### config.mk
export PLATFORM = sky130hd
export DESIGN_NAME = mem_access_unit
export DESIGN_NICKNAME = d
export VERILOG_FILES = /design/src/rtl/mem_access_pkg.sv /design/src/rtl/mem_load_formatter.sv /design/src/rtl/mem_access_unit.sv
export SDC_FILE = /design/constraint.sdc
export NUM_CORES = 1
export LEC_CHECK = 0
export BUFFER_PORTS_ARGS = -buffer_cell sky130_fd_sc_hd__buf_4
export CAP_MARGIN = 20
export CORE_MARGIN = 3
export CORE_UTILIZATION = 46
export DETAILED_ROUTE_END_ITERATION = 12
export GPL_TIMING_DRIVEN = 0
export PLACE_DENSITY = 0.8
export SYNTH_ARGS = -nofsm -noshare
export SYNTH_HDL_FRONTEND = slang
export SYNTH_SLANG_ARGS = --single-unit
export TNS_END_PERCENT = 5
### constraint.sdc
create_clock -name clock -period 2.2 [get_ports clock]
set_input_delay 0.11 -clock clock [delete_from_list [all_inputs] [get_ports clock]]
set_output_delay 0.11 -clock clock [all_outputs]
set_load 0.02 [all_outputs]
### src/rtl/mem_access_pkg.sv
// Shared encodings and lane helpers for the MEM-stage data-memory access unit.
package mem_access_pkg;

    localparam int unsigned XLEN = 32;
    localparam int unsigned BE_W = XLEN / 8;

    // Access size encodings carried by mem_accessSize; 2'b11 is illegal.
    localparam logic [1:0] SIZE_BYTE = 2'b00;
    localparam logic [1:0] SIZE_HALF = 2'b01;
    localparam logic [1:0] SIZE_WORD = 2'b10;

    // FSM state encoding, kept as plain constants for legacy tooling.
    typedef logic [1:0] state_t;
    localparam state_t IDLE = 2'd0;
    localparam state_t BUSY = 2'd1;
    localparam state_t DONE = 2'd2;

    // Byte enables for an aligned access of the given size.
    function automatic logic [BE_W-1:0] byte_enable(input logic [1:0] size,
                                                    input logic [1:0] addr);
        logic [BE_W-1:0] be;
        be = '0;
        case (size)
            SIZE_BYTE: be = BE_W'(4'b0001 << addr);
            SIZE_HALF: be = addr[1] ? 4'b1100 : 4'b0011;
            SIZE_WORD: be = 4'b1111;
            default:   be = '0;
        endcase
        return be;
    endfunction

    // Replicate the low store bits across every lane they could land in.
    function automatic logic [XLEN-1:0] store_lanes(input logic [1:0]      size,
                                                    input logic [XLEN-1:0] sd);
        logic [XLEN-1:0] wd;
        case (size)
            SIZE_BYTE: wd = {4{sd[7:0]}};
            SIZE_HALF: wd = {2{sd[15:0]}};
            default:   wd = sd;
        endcase
        return wd;
    endfunction

endpackage

### src/rtl/mem_load_formatter.sv
// Selects the addressed lane of a load word and sign- or zero-extends it.
module mem_load_formatter
    import mem_access_pkg::*;
(
    input  logic [XLEN-1:0] rdata_i,
    input  logic [1:0]      addr_i,
    input  logic [1:0]      size_i,
    input  logic            signed_i,
    output logic [XLEN-1:0] data_o
);

    logic [7:0]  byte_lane;
    logic [15:0] half_lane;

    // Lane select followed by extension.
    always_comb begin
        byte_lane = 8'h00;
        half_lane = 16'h0000;
        data_o    = rdata_i;
        case (addr_i)
            2'd0:    byte_lane = rdata_i[7:0];
            2'd1:    byte_lane = rdata_i[15:8];
            2'd2:    byte_lane = rdata_i[23:16];
            default: byte_lane = rdata_i[31:24];
        endcase
        half_lane = addr_i[1] ? rdata_i[31:16] : rdata_i[15:0];
        case (size_i)
            SIZE_BYTE: data_o = {{24{signed_i & byte_lane[7]}}, byte_lane};
            SIZE_HALF: data_o = {{16{signed_i & half_lane[15]}}, half_lane};
            default:   data_o = rdata_i;
        endcase
    end

endmodule

### src/rtl/mem_access_unit.sv
// MEM-stage load/store engine driving a req/ready data-memory port.
// Optional bus timeout enabled by defining MEM_ACCESS_TIMEOUT_EN.
module mem_access_unit
    import mem_access_pkg::*;
#(
    parameter int unsigned TIMEOUT_CYCLES = 255,
    parameter int unsigned TIMEOUT_WIDTH  = 8
) (
    input  logic            clock,
    input  logic            reset,
    input  logic            mem_valid,
    input  logic            mem_memRead,
    input  logic            mem_memWrite,
    input  logic [1:0]      mem_accessSize,
    input  logic            mem_signedLoad,
    input  logic [XLEN-1:0] mem_address,
    input  logic [XLEN-1:0] mem_storeData,
    output logic            dmem_req,
    output logic            dmem_we,
    output logic [XLEN-1:0] dmem_addr,
    output logic [XLEN-1:0] dmem_wdata,
    output logic [BE_W-1:0] dmem_byteEnable,
    input  logic            dmem_ready,
    input  logic [XLEN-1:0] dmem_rdata,
    output logic [XLEN-1:0] mem_memoryData,
    output logic            mem_stall,
    output logic            mem_misaligned,
    output logic            mem_busError
);

    state_t          state_q, state_d;
    logic            req_q, req_d;
    logic            we_q, we_d;
    logic [XLEN-1:0] addr_q, addr_d;
    logic [XLEN-1:0] wdata_q, wdata_d;
    logic [BE_W-1:0] be_q, be_d;
    logic [XLEN-1:0] data_q, data_d;

    logic            access_c;
    logic            is_store_c;
    logic            misalign_c;
    logic            issue_c;
    logic [XLEN-1:0] load_data_c;

`ifdef MEM_ACCESS_TIMEOUT_EN
    logic [TIMEOUT_WIDTH-1:0] cnt_q, cnt_d;
    logic                     bus_err_q, bus_err_d;
`else
    localparam int unsigned cfg_unused = TIMEOUT_CYCLES + TIMEOUT_WIDTH;
`endif

    // Access decode; a read-and-write instruction is handled as a read.
    always_comb begin
        access_c   = mem_valid & (mem_memRead | mem_memWrite);
        is_store_c = mem_memWrite & ~mem_memRead;
        misalign_c = access_c & ((mem_accessSize == 2'b11) |
                                 ((mem_accessSize == SIZE_HALF) & mem_address[0]) |
                                 ((mem_accessSize == SIZE_WORD) & (mem_address[1:0] != 2'b00)));
        issue_c    = (state_q == IDLE) & access_c & ~misalign_c;
    end

    mem_load_formatter u_fmt (
        .rdata_i  (dmem_rdata),
        .addr_i   (mem_address[1:0]),
        .size_i   (mem_accessSize),
        .signed_i (mem_signedLoad),
        .data_o   (load_data_c)
    );

    // Next-state and registered-output logic for IDLE -> BUSY -> DONE.
    always_comb begin
        state_d = state_q;
        req_d   = req_q;
        we_d    = we_q;
        addr_d  = addr_q;
        wdata_d = wdata_q;
        be_d    = be_q;
        data_d  = data_q;
`ifdef MEM_ACCESS_TIMEOUT_EN
        cnt_d     = cnt_q;
        bus_err_d = 1'b0;
`endif
        case (state_q)
            IDLE: begin
                if (issue_c) begin
                    state_d = BUSY;
                    req_d   = 1'b1;
                    we_d    = is_store_c;
                    addr_d  = {mem_address[XLEN-1:2], 2'b00};
                    wdata_d = store_lanes(mem_accessSize, mem_storeData);
                    be_d    = byte_enable(mem_accessSize, mem_address[1:0]);
`ifdef MEM_ACCESS_TIMEOUT_EN
                    cnt_d   = '0;
`endif
                end
            end
            BUSY: begin
                if (dmem_ready) begin
                    req_d   = 1'b0;
                    state_d = DONE;
                    if (!we_q) begin
                        data_d = load_data_c;
                    end
                end
`ifdef MEM_ACCESS_TIMEOUT_EN
                else if (cnt_q == TIMEOUT_WIDTH'(TIMEOUT_CYCLES - 1)) begin
                    req_d     = 1'b0;
                    data_d    = '0;
                    bus_err_d = 1'b1;
                    state_d   = DONE;
                end else begin
                    cnt_d = cnt_q + TIMEOUT_WIDTH'(1);
                end
`endif
            end
            // Inputs still show the finished instruction, so never issue here.
            DONE:    state_d = IDLE;
            default: state_d = IDLE;
        endcase
    end

    // State and output registers with synchronous reset.
    always_ff @(posedge clock) begin
        if (reset) begin
            state_q <= IDLE;
            req_q   <= 1'b0;
            we_q    <= 1'b0;
            addr_q  <= '0;
            wdata_q <= '0;
            be_q    <= '0;
            data_q  <= '0;
`ifdef MEM_ACCESS_TIMEOUT_EN
            cnt_q     <= '0;
            bus_err_q <= 1'b0;
`endif
        end else begin
            state_q <= state_d;
            req_q   <= req_d;
            we_q    <= we_d;
            addr_q  <= addr_d;
            wdata_q <= wdata_d;
            be_q    <= be_d;
            data_q  <= data_d;
`ifdef MEM_ACCESS_TIMEOUT_EN
            cnt_q     <= cnt_d;
            bus_err_q <= bus_err_d;
`endif
        end
    end

    // Port mapping; stall and misaligned are combinational by design.
    always_comb begin
        dmem_req        = req_q;
        dmem_we         = we_q;
        dmem_addr       = addr_q;
        dmem_wdata      = wdata_q;
        dmem_byteEnable = be_q;
        mem_memoryData  = data_q;
        mem_stall       = issue_c | (state_q == BUSY);
        mem_misaligned  = (state_q == IDLE) & misalign_c;
`ifdef MEM_ACCESS_TIMEOUT_EN
        mem_busError    = bus_err_q;
`else
        mem_busError    = 1'b0;
`endif
    end

endmodule

==> out/qor.yml <==
synth_area_leaders: "dfxtp_1 47%, nand2_1 11%, a21oi_1 5.9%, mux2i_1 5.9%, nor2_1 5.1%"
grt_pass1_vias: 4745
grt_pass1_wl_um: 24600
r2r_start: "state_q[0]"
outcome: "finished, violations left"
cp-end-kind: "flip-flop"
final_antenna_net_count: 0
cap_viol_max_count: 0
hp-class: "in -> reg"
dp_slack_ns: 0.310
multiInputGateArea_um2: 2130
async_flop_share_pct: 0
critPathRequiredTime_ns: 2.44
yosysUniqueCellTypes: 38
rows: 34
wl_per_cell_um: 17.0
min_period_ns: 1.93
r2r-end: "mem_memoryData[4]"
r2r_cells: 6
setup_viol: 0
grt_usage_pct: 28.1
synth_compound_area_share_pct: 22.6
startpoint_type: "flip-flop"
synth-seq-cells: 102
finalHoldViolations: 2
period_share_pct: 87.8
violations: "negative hold slack"
skew_ns: 0.0135
insertion_delay_ns: 0.36
io_pins: 210
clock-sinks: 102
hold_end: "dmem_addr[8]"
final_layout_size_suffix_gt1_share_pct: 32.8
clk_path_buf_depth: 2
clockRootBuffer: "clkbuf_8"
die_w_um: 104
synthToLayoutAreaGrowth_pct: 47.7
synth_xor_xnor_area_share_pct: 0
fmax_ghz: 0.518
ir_drop_uv: 358
final_common_cell: "buf_4"
antenna_found_initial: 0
dp_hpwl_um: 11700
viasPerCell: 5.37
synth_top_family_by_area: "compound AO/OA/AOI/OAI gates"
synth_seq_area_share_pct: 46.6
tritoncts: "done"
arrival_ns: 2.17
die_height_um: 104
syn_area_um2: 4380
cts_buffers: 9
drcViolationCount: 0
final_nets: 878
fin_tns_setup_ns: 0
synth_area_per_cell_um2: 8.19
initial_core_util_pct: 48.8
dieArea_um2: 10700
gp_congestion: 0.910
drt_iter0_markers: 196
yosys_warnings: 0
muxShareOfSynthArea_pct: 5.94
yosysTopAreaCell: "dfxtp_1"
first_pass_iters: 5
hold_start: "mem_address[8]"
holdWs_ns: -0.00250
synthAdderAreaFrac_pct: 0
grt-ovfl-total: 0
path_class: "reg -> reg"
synthSimpleGateAreaFrac_pct: 19.7
synth_top_area_share_pct: 46.6
postSynthCellCount: 535
via_count: 4856
ff_latch_area_um2: 2040
diodes: 0
slew_viol_final: 0
clkSlewWorstSetupHoldPaths_ns: 0.10
r2r_setup_slack_ns: 0.27
ctsHtreeMaxLevel: 3
cp_max_fo: 10
ys.flop_type: "dfxtp_1"
synth_edf_count: 0
finalWirelength_um: 15400
grt_max_degree: 17
core_um2: 8980
io_buffers: 203
rsz0062_at_grt: "no"
powerDensity_nw_per_um2: 608
layout_setup_ws_ns: 0.269
fill_cells: 709
post-cts-setup-buffers: 0
whs_path_depth: 3
tightest_slew_ns: 0.774
p_leak_nw: 2.78
layout_common_cells: "207 x buf_4, 130 x nand2_1, 102 x dfxtp_1"
slew_headroom_pct: 48.3
## worst max-delay path: stages, from the launching register on
cell      delay, ns
dfxtp_1        0.36
nor4bb_1       0.27
clkbuf_1       0.26
clkbuf_1       0.39
o21ai_1        0.17
a221oi_1       0.29
nor3_1         0.09
## registers in the layout, indices dropped and copies added, names as in the netlist
register,count
dmem_req,1
dmem_wdata,32
dmem_addr,30
state_q,2
dmem_byteEnable,4
mem_memoryData,32
dmem_we,1
## routing by layer
metal	track usage (%)	vias up	share of wire, %
met5	0	-	0
met2	47.1	231	48
li1	-	2319	-
met1	33.9	2260	40
met3	7.77	46	8.5
met4	11.9	0	3.6
## how the worst max path moves through the flow
| stage | start | to | cells past startpoint |
|---|---|---|---|
| global route | state_q[0] | mem_memoryData[5] | 6 |
| finish | state_q[0] | mem_memoryData[4] | 6 |
| global placement | dmem_we | mem_memoryData[5] | 6 |
| detailed placement | state_q[0] | mem_memoryData[4] | 6 |
| CTS | state_q[1] | dmem_wdata[5] | 6 |
| floorplan | dmem_we | mem_memoryData[2] | 6 |
## report_power, final
group,switching [mW],internal (mW)
clock,0.643,0.408
sequential,0.0502,1.94
combinational,0.495,0.400
## cell usage after synthesis, types with 10 or more instances
cell,instances
dfxtp_1,102
a211oi_1,24
a211oi_2,10
buf_2,14
mux2i_1,26
a21oi_1,52
o21ai_0,17
nand2_1,130
nor2_1,60
clkbuf_1,27
## final cells by class
class | instances | area share, %
inverters | 3 | 0.174
multi-input cells | 386 | 32.9
repair buffers | 226 | 27.1
clock buffers | 10 | 1.97
well taps | 126 | 2.44
flip-flops and latches | 102 | 31.6
plain buffers | 45 | 3.23
clock inverters | 6 | 0.599
## metrics by stage
| stage | util (%) | std cells | total power [mW] | area (um^2) | hold slack [ns] |
|---|---|---|---|---|---|
| floorplan | - | 537 | 2.46 | 4390 | 0.246 |
| global placement | 67.6 | 866 | 2.86 | 6070 | 0.357 |
| detailed placement | 67.6 | 866 | 2.88 | 6070 | 0.367 |
| CTS | 72.0 | 904 | 3.94 | 6460 | 0.000209 |
| global route | 72.1 | 904 | 4.11 | 6470 | 0.000306 |
| finish | 72.1 | 904 | 3.93 | 6470 | -0.00250 |
## logic make-up after synthesis
logic type | after synthesis
buffers and inverters | 49
AND/OR/NAND/NOR | 213
flip-flops | 102
other | 1
multiplexers | 26
AO/OA/AOI/OAI | 144
## what timing repair did
action / CTS / global route
setup endpoints to repair: 1 / 2
hold buffers: 23 / 0
resized for setup: 0 / 1
endpoints found under the hold margin: 23 / 0
Power figures use the tool's default switching activity.
